**src/rtl/quant_pkg.sv**
```systemverilog
// Shared fixed-point constants and the round/saturate helper for the quantizer write-back path.
package quant_pkg;

  localparam int QBITS  = 8;
  localparam int DWIDTH = 16;
  localparam int QWIDTH = 8;
  localparam int PWIDTH = 2 * DWIDTH + 1;
  localparam int QMAX   = 2 ** (QWIDTH - 1) - 1;
  localparam int QMIN   = -(2 ** (QWIDTH - 1));

  // Returns {sat, q}: add half an LSB, arithmetic shift (floor), then clip to the code range.
  function automatic logic [QWIDTH:0] sat_round(input logic signed [PWIDTH-1:0] p);
    logic signed [PWIDTH:0]       t;
    logic signed [PWIDTH-QBITS:0] r;
    t = {p[PWIDTH-1], p} + (PWIDTH + 1)'(2 ** (QBITS - 1));
    r = (PWIDTH - QBITS + 1)'(t >>> QBITS);
    if (r > QMAX)
      sat_round = {1'b1, QWIDTH'(QMAX)};
    else if (r < QMIN)
      sat_round = {1'b1, QWIDTH'(QMIN)};
    else
      sat_round = {1'b0, r[QWIDTH-1:0]};
  endfunction

endpackage

```
**src/rtl/quant.sv**
```systemverilog
// Quantizer: q = sat(round(((x - offset) * inv_scale) >>> QBITS)), 3-stage pipeline with global stall.
module quant
  import quant_pkg::*;
#(
  parameter int DWIDTH = 16,
  parameter int QWIDTH = 8,
  parameter int CWIDTH = 16
) (
  input  logic              clk,
  input  logic              rst,
  input  logic              load,
  input  logic [DWIDTH-1:0] w_inv_scale,
  input  logic [DWIDTH-1:0] w_offset,
  input  logic [DWIDTH-1:0] b_inv_scale,
  input  logic [DWIDTH-1:0] b_offset,
  input  logic              in_valid,
  output logic              in_ready,
  input  logic              which,
  input  logic [DWIDTH-1:0] x,
  output logic              out_valid,
  input  logic              out_ready,
  output logic [QWIDTH-1:0] q,
  output logic              out_which,
  input  logic              clr_stat,
  output logic [CWIDTH-1:0] sat_count,
  output logic              busy
);

  localparam int PW = 2 * DWIDTH + 1;

  logic [DWIDTH-1:0] inv_r [2];
  logic [DWIDTH-1:0] off_r [2];

  logic              s1_valid, s2_valid, s3_valid;
  logic              s1_which, s2_which, s3_which;
  logic [DWIDTH:0]   s1_d;
  logic [DWIDTH-1:0] s1_scale;
  logic [PW-1:0]     s2_p;
  logic [QWIDTH-1:0] s3_q;
  logic              s3_sat;

  logic              adv;
  logic [DWIDTH-1:0] inv_sel, off_sel;
  logic [PW-1:0]     d_ext, scale_ext;
  logic [quant_pkg::QWIDTH:0] sr;

  always_comb begin
    adv       = !s3_valid || out_ready;
    inv_sel   = inv_r[which];
    off_sel   = off_r[which];
    d_ext     = {{DWIDTH{s1_d[DWIDTH]}}, s1_d};
    scale_ext = {{(DWIDTH + 1){s1_scale[DWIDTH-1]}}, s1_scale};
    sr        = sat_round(quant_pkg::PWIDTH'(s2_p));
  end

  assign in_ready  = adv;
  assign out_valid = s3_valid;
  assign q         = s3_q;
  assign out_which = s3_which;
  assign busy      = s1_valid || s2_valid || s3_valid;

  // Slots update at the edge, so an element accepted alongside load still sees the old values.
  always_ff @(posedge clk) begin
    if (rst) begin
      inv_r[0] <= '0;
      inv_r[1] <= '0;
      off_r[0] <= '0;
      off_r[1] <= '0;
    end else if (load) begin
      inv_r[0] <= w_inv_scale;
      off_r[0] <= w_offset;
      inv_r[1] <= b_inv_scale;
      off_r[1] <= b_offset;
    end
  end

  always_ff @(posedge clk) begin
    if (rst) begin
      s1_valid <= 1'b0;
      s1_which <= 1'b0;
      s1_d     <= '0;
      s1_scale <= '0;
      s2_valid <= 1'b0;
      s2_which <= 1'b0;
      s2_p     <= '0;
      s3_valid <= 1'b0;
      s3_which <= 1'b0;
      s3_q     <= '0;
      s3_sat   <= 1'b0;
    end else if (adv) begin
      s1_valid <= in_valid;
      s1_which <= which;
      s1_d     <= {x[DWIDTH-1], x} - {off_sel[DWIDTH-1], off_sel};
      s1_scale <= inv_sel;
      s2_valid <= s1_valid;
      s2_which <= s1_which;
      // Both operands sign-extended to full product width, so the truncated product is the signed one.
      s2_p     <= d_ext * scale_ext;
      s3_valid <= s2_valid;
      s3_which <= s2_which;
      s3_q     <= sr[QWIDTH-1:0];
      s3_sat   <= sr[quant_pkg::QWIDTH];
    end
  end

  always_ff @(posedge clk) begin
    if (rst || clr_stat)
      sat_count <= '0;
    else if (s3_valid && out_ready && s3_sat && (sat_count != '1))
      sat_count <= sat_count + 1'b1;
  end

endmodule

```
**config.mk**
```make
export PLATFORM = sky130hd
export DESIGN_NAME = quant
export DESIGN_NICKNAME = d
export VERILOG_FILES = /design/src/rtl/quant_pkg.sv /design/src/rtl/quant.sv
export SDC_FILE = /design/constraint.sdc
export NUM_CORES = 1
export LEC_CHECK = 0
export CORE_UTILIZATION = 23
export CTS_CLUSTER_SIZE = 28
export DETAILED_ROUTE_END_ITERATION = 10
export SLEW_MARGIN = 20
export SYNTH_ARGS = -nofsm -noshare
export SYNTH_HDL_FRONTEND = slang
export SYNTH_SLANG_ARGS = --single-unit
```
**constraint.sdc**
```tcl
create_clock -name clk -period 11.42 [get_ports clk]
set_clock_uncertainty 0.1 [all_clocks]
set_input_delay 2.284 -clock clk [delete_from_list [all_inputs] [get_ports clk]]
set_output_delay 2.284 -clock clk [all_outputs]
set_load 0.03 [all_outputs]
```
=== Yosys cells after proc, flatten, opt, wreduce, memory -nomap -nowiden ===
Memory sizes are Yosys's and may differ from the RTL's. A register that Yosys moved wholly into a read port is not among the register bits.
Index checks and enable logic that the tools add are counted.

* Add/subtract/negate cells: 3
* $mul: 1
* Equality and inequality tests: 1
* Bitwise gates (word level): 4
* Reduce and logical (&&, ||, !) cells: 8
* Mux-type cells: 11
* Magnitude comparators: 2

{| class="wikitable"
|+ Operator list
! cell !! count
|-
| 16-bit two-way mux || 4
|-
| 33-bit by 9-bit adder with 34-bit output (second input constant) || 1
|-
| 17-bit by 16-bit multiplier with 33-bit output || 1
|-
| 26-bit by 8-bit > comparator with 1-bit output (second input constant) || 1
|-
| 26-bit by 8-bit < comparator with 1-bit output (second input constant) || 1
|-
| 9-bit two-way mux || 2
|-
| 16-bit by 16-bit subtractor with 17-bit output || 1
|-
| 16-bit by 1-bit adder with 16-bit output (second input constant) || 1
|-
| 16-bit != test (second input constant) || 1
|-
| 1-bit two-way mux || 5
|-
| 1-bit logical OR || 4
|-
| 1-bit OR || 4
|-
| 1-bit logical AND || 3
|-
| 1-bit zero test || 1
|}

* Word-level logic and storage cells: 43
* Output and inout port bits: 28
* Bits in writable memories: 64
* Flip-flop bits (word level): 81
* Memories: 2
* Input bits: 87

{| class="wikitable"
|+ Memory list
! memory !! words !! bits a word !! rd ports !! clocked after memory_dff !! write ports !! line !! RTL
|-
| inv_r || 2 || 16 || 1 || 1 || 2 || quant.sv:31 || <nowiki>logic [DWIDTH-1:0] inv_r [2];</nowiki>
|-
| off_r || 2 || 16 || 1 || 0 || 2 || quant.sv:32 || <nowiki>logic [DWIDTH-1:0] off_r [2];</nowiki>
|}

=== Logic depth before layout (Yosys ltp) ===
* Depth after elaboration: 4
* Depth in mapped cells: 26
* Gate-level depth less buffers: 23

=== Worst setup path after synthesis ===
No wires, ideal clock.

* Path kind: register to register
* Start point: register s1_scale[8] (read register of inv_r)
* End point: register s2_p[26]
* Library setup time: 0.117 ns
* Data arrival time: 6.299 ns
* Data required time: 11.203 ns
* Clock period less this slack: 6.516 ns
* Setup slack: 4.904 ns
* Cell stages (with the launch flop): 24
* Path buffers: 2
* Cell sequence: dfxtp_1 clkbuf_1 clkbuf_1 nand2_1 fa_1 inv_1 fa_1 inv_1 fa_1 inv_1 fa_1 fa_1 inv_1 fa_1 inv_1 ha_1 and3_1 a221o_1 a221o_1 a21o_1 a31o_1 a221oi_2 xnor2_1 a22o_1

* Cells in the longest elaborated chain, start to end: 1

{| class="wikitable"
|+ Ends and longest elaborated chain
! element !! line !! RTL
|-
| start: declaration || quant.sv:37 || <nowiki>logic [DWIDTH-1:0] s1_scale;</nowiki>
|-
| 17-bit by 16-bit multiplier with 33-bit output || quant.sv:98 || <nowiki>s2_p <= d_ext * scale_ext;</nowiki>
|-
| end signal: assignment || quant.sv:98 ||
|-
| end: declaration || quant.sv:38 || <nowiki>logic [PW-1:0] s2_p;</nowiki>
|}

No other way between the ends.
A chain may end at the register's enable or synchronous reset.

=== Worst setup path in the final report ===
* Start point: register s1_scale[5] (read register of inv_r)
* End point: register s2_p[30]

The elaborated chain is that of the path after synthesis.

==> flow_metrics.env <==
export IMPL_status="completed"
export IMPL_cts_sinks=154
export IMPL_synth_top_area_share_pct=31.6
export IMPL_via_count=12500
export IMPL_synth_async_reset_ratio_pct=0
export IMPL_holdPathStages=2
export IMPL_yosysTopAreaCell="fa_1"
export IMPL_cp_num_buf_inv=4
export IMPL_finalMaxSlewViolations=0
export IMPL_yosys_warnings=0
export IMPL_cp_data_arrival_time_ns=7.32
export IMPL_place_inst=2897
export IMPL_reg2reg_depth=19
export IMPL_post_cts_setup_buffers=0
export IMPL_cp_cell_sequence="buf_4, nand2_1, fa_1, inv_1, fa_1, fa_1, fa_1, fa_1, inv_1, fa_1, inv_1, ha_1, a2111oi_0, o21ai_0, a32oi_1, nand3b_1, a21oi_1, nor4_1, a311o_1"
export IMPL_ir_worst_vdd_mv=0.125
export IMPL_dp_hpwl_mm=33.0
export IMPL_place_gp_congestion=0.865
export IMPL_final_nets=2409
export IMPL_multi_input_comb_area_um2=12100
export IMPL_endpoint_kind="flip-flop"
export IMPL_crit_cells=19
export IMPL_layout_cells_non_filler=2929
export IMPL_first_global_vias=13100
export IMPL_ys_types=62
export IMPL_first_iter_violations=630
export IMPL_synth_cells=1886
export IMPL_cts_tree="done"
export IMPL_synth_edf_count=64
export IMPL_slew_headroom_pct=38.3
export IMPL_max_stage_delay_ns=0.94
export IMPL_max_cap_violations=0
export IMPL_period_minus_slack_ns=7.08
export IMPL_swShare_pct=43.7
export IMPL_grt_max_degree=89
export IMPL_setup_tns_ns=0
export IMPL_dieHeight_um=278
export IMPL_pin_count=115
export IMPL_wl_per_cell_um=14.4
export IMPL_drive_gt1_share_pct=2.91
export IMPL_die_area_um2=77100
export IMPL_yosysSeqAreaShare_pct=21.3
export IMPL_antenna_found_initial=0
export IMPL_grt_usage_pct=11.3
export IMPL_grt_ovfl_total=0
export IMPL_path_clk_slew_ns=0.07
export IMPL_synth_area_um2=17500
export IMPL_critPathTopFamily="adder cells"
export IMPL_criticalPathCategory="reg2reg"
export IMPL_ff_latch_area_um2=3720
export IMPL_clockPowerShare_pct=20.7
export IMPL_tightestPinTransition_ns=0.926
export IMPL_drc=0
export IMPL_io_buffers=114
export IMPL_placementRows=100
export IMPL_cell_internal_pwr_mw=1.61
export IMPL_synth_commonest_cells="355 x inv_1, 276 x fa_1, 221 x nand2_1, 190 x and2_1, 99 x ha_1"
export IMPL_design_core_area_um2=74800
export IMPL_crit_top_cell="fa_1"
export IMPL_worst_slack_ns=4.34
export IMPL_yosys_register_bits=154
export IMPL_slowest_stage="fa_1"
export IMPL_holdWs_ns=0.357
export IMPL_period_share_pct=62.0
export IMPL_clk_latency_ns=0.45
export IMPL_postCtsHoldBufs=0
export IMPL_ant_nets=0
export IMPL_fillers=7992
export IMPL_diodes=0
export IMPL_fin_area_um2=20200
export IMPL_p_leak_nw=9.12
export IMPL_ys_top_cells_by_area="fa_1 32%, edfxtp_1 11%, dfxtp_1 10%"
export IMPL_synth_nets=2348
export IMPL_cts_root_buffer="clkbuf_16"
export IMPL_max_freq_mhz=141
export IMPL_numCtsBuffers=17
export IMPL_vias_per_cell=4.28
export IMPL_power_share_combinational_pct=51.4
export IMPL_rsz0062_at_grt="no"
export IMPL_start_util_pct=23.4
export IMPL_synth_avg_cell_area_um2=9.27
export IMPL_htreeDepth=4
export IMPL_fp_dieW_um=278
export IMPL_required_ns=11.66
export IMPL_post_dp_cell_area_um2=19600
export IMPL_drtPass1Iterations=5
export IMPL_grt_pass1_wl_mm=69.1
export IMPL_place_ws_ns=4.34
export IMPL_finalSetupViolations=0
export IMPL_cp_max_fo=12
export IMPL_p_switching_mw=1.25
export IMPL_worstHoldPathType="reg2reg"
export IMPL_p_seq_share_pct=27.9
export IMPL_synth_most_common_cell="inv_1"
export IMPL_finalHoldViolations=0
export IMPL_power_density_nw_per_um2=142
export IMPL_drt_wl_total_mm=42.0
export IMPL_cp_start_kind="flip-flop"
export IMPL_ys_flop_type="dfxtp_1"
export IMPL_cts_resized=0
export IMPL_clk_path_buf_depth=2
export IMPL_area_growth_synth_to_final_pct=15.6
## routing by layer
| layer | vias up | wire, µm | global-route usage, % |
|---|---|---|---|
| met5 | - | 0 | 0 |
| met4 | 0 | 887 | 3.06 |
| met3 | 52 | 2060 | 2.00 |
| met2 | 271 | 19700 | 18.7 |
| met1 | 6173 | 19400 | 15.1 |
| li1 | 6028 | - | - |
## sequential cells by signal, indices dropped and copies added, names as in the netlist
signal     cells
sat_count     16
s1_which       1
s2_which       1
out_which      1
inv_r         32
s3_sat         1
s2_p          26
out_valid      1
s1_valid       1
q              8
s1_d          17
s2_valid       1
s1_scale      16
off_r         32
## path summary, 6_finish.rpt
check               from        to  slack [ns]
max          s1_scale[5]  s2_p[30]        4.34
min reg2reg     s1_which  s1_which        0.36
max reg2reg  s1_scale[5]  s2_p[30]        4.34
min             s1_which  s1_which        0.36
## cell usage in the layout, fill, tap and decap left out, drive strengths merged, types with 3 or more instances in the layout
| master | n |
|---|---|
| a21oi | 69 |
| nand2 | 221 |
| o211a | 3 |
| a2111oi | 3 |
| clkbuf | 17 |
| edfxtp | 64 |
| o311ai | 3 |
| buf | 13 |
| nor3 | 22 |
| a21o | 11 |
| inv | 363 |
| o21bai | 3 |
| o2111ai | 3 |
| clkinv | 3 |
| a31oi | 12 |
| nand3b | 3 |
| nand4 | 12 |
| nand2b | 18 |
| nand3 | 20 |
| xor2 | 31 |
| nor2 | 77 |
| and3 | 8 |
| ha | 99 |
| xnor2 | 37 |
| a211oi | 24 |
| fa | 276 |
| nor2b | 7 |
| a211o | 3 |
| and2 | 190 |
| or3 | 10 |
| and4 | 9 |
| mux2i | 35 |
| a22o | 3 |
| dfxtp | 90 |
| or2 | 5 |
| a311o | 3 |
| o21ai | 34 |
| nor4 | 5 |
| clkdlybuf4s50 | 112 |
| o21a | 5 |
## stage by stage
stage / total power [mW] / util, %
6_report: 2.86 / 27.0
5_1_grt: 3.13 / 27.0
4_1_cts: 2.90 / 27.0
3_5_place_dp: 2.30 / 26.2
3_3_place_gp: 2.28 / 26.2
2_1_floorplan: 1.86 / -
## area by class of cell
type                    count  area share (%)
clock buffers              17            2.11
clock inverters            15           0.885
inverters                 355            6.59
multi-input cells        1294            60.0
flip-flops and latches    154            18.4
well taps                 969            6.00
repair buffers            125            6.01
## power groups by stage
stage / Combinational, mW / Sequential, mW / Clock, mW
2_1_floorplan: 1.13 / 0.734 / 0
3_3_place_gp: 1.48 / 0.804 / 0
3_5_place_dp: 1.49 / 0.807 / 0
4_1_cts: 1.50 / 0.796 / 0.604
5_1_grt: 1.69 / 0.811 / 0.627
6_report: 1.47 / 0.800 / 0.593
## worst min-delay path: cells and delay by family, from the launching register on
family	cells	cell delay, ns
AO/OA/AOI/OAI	1	0.05
AND/OR/NAND/NOR	1	0.05
flip-flops	1	0.31
## cell families (layout without fill, tap and decap cells)
family                   Yosys count  in the layout  share of synthesized area, %
XOR/XNOR                          68             68                          3.41
adder cells (fa/ha/maj)          375            375                          38.7
multiplexers                      36             36                          2.07
flip-flops                       154            154                          21.3
buffers and inverters            438            512                          9.41
AO/OA/AOI/OAI                    205            205                          7.64
AND/OR/NAND/NOR                  610            610                          17.5
Note: power is estimated with default switching activity, not from simulation.
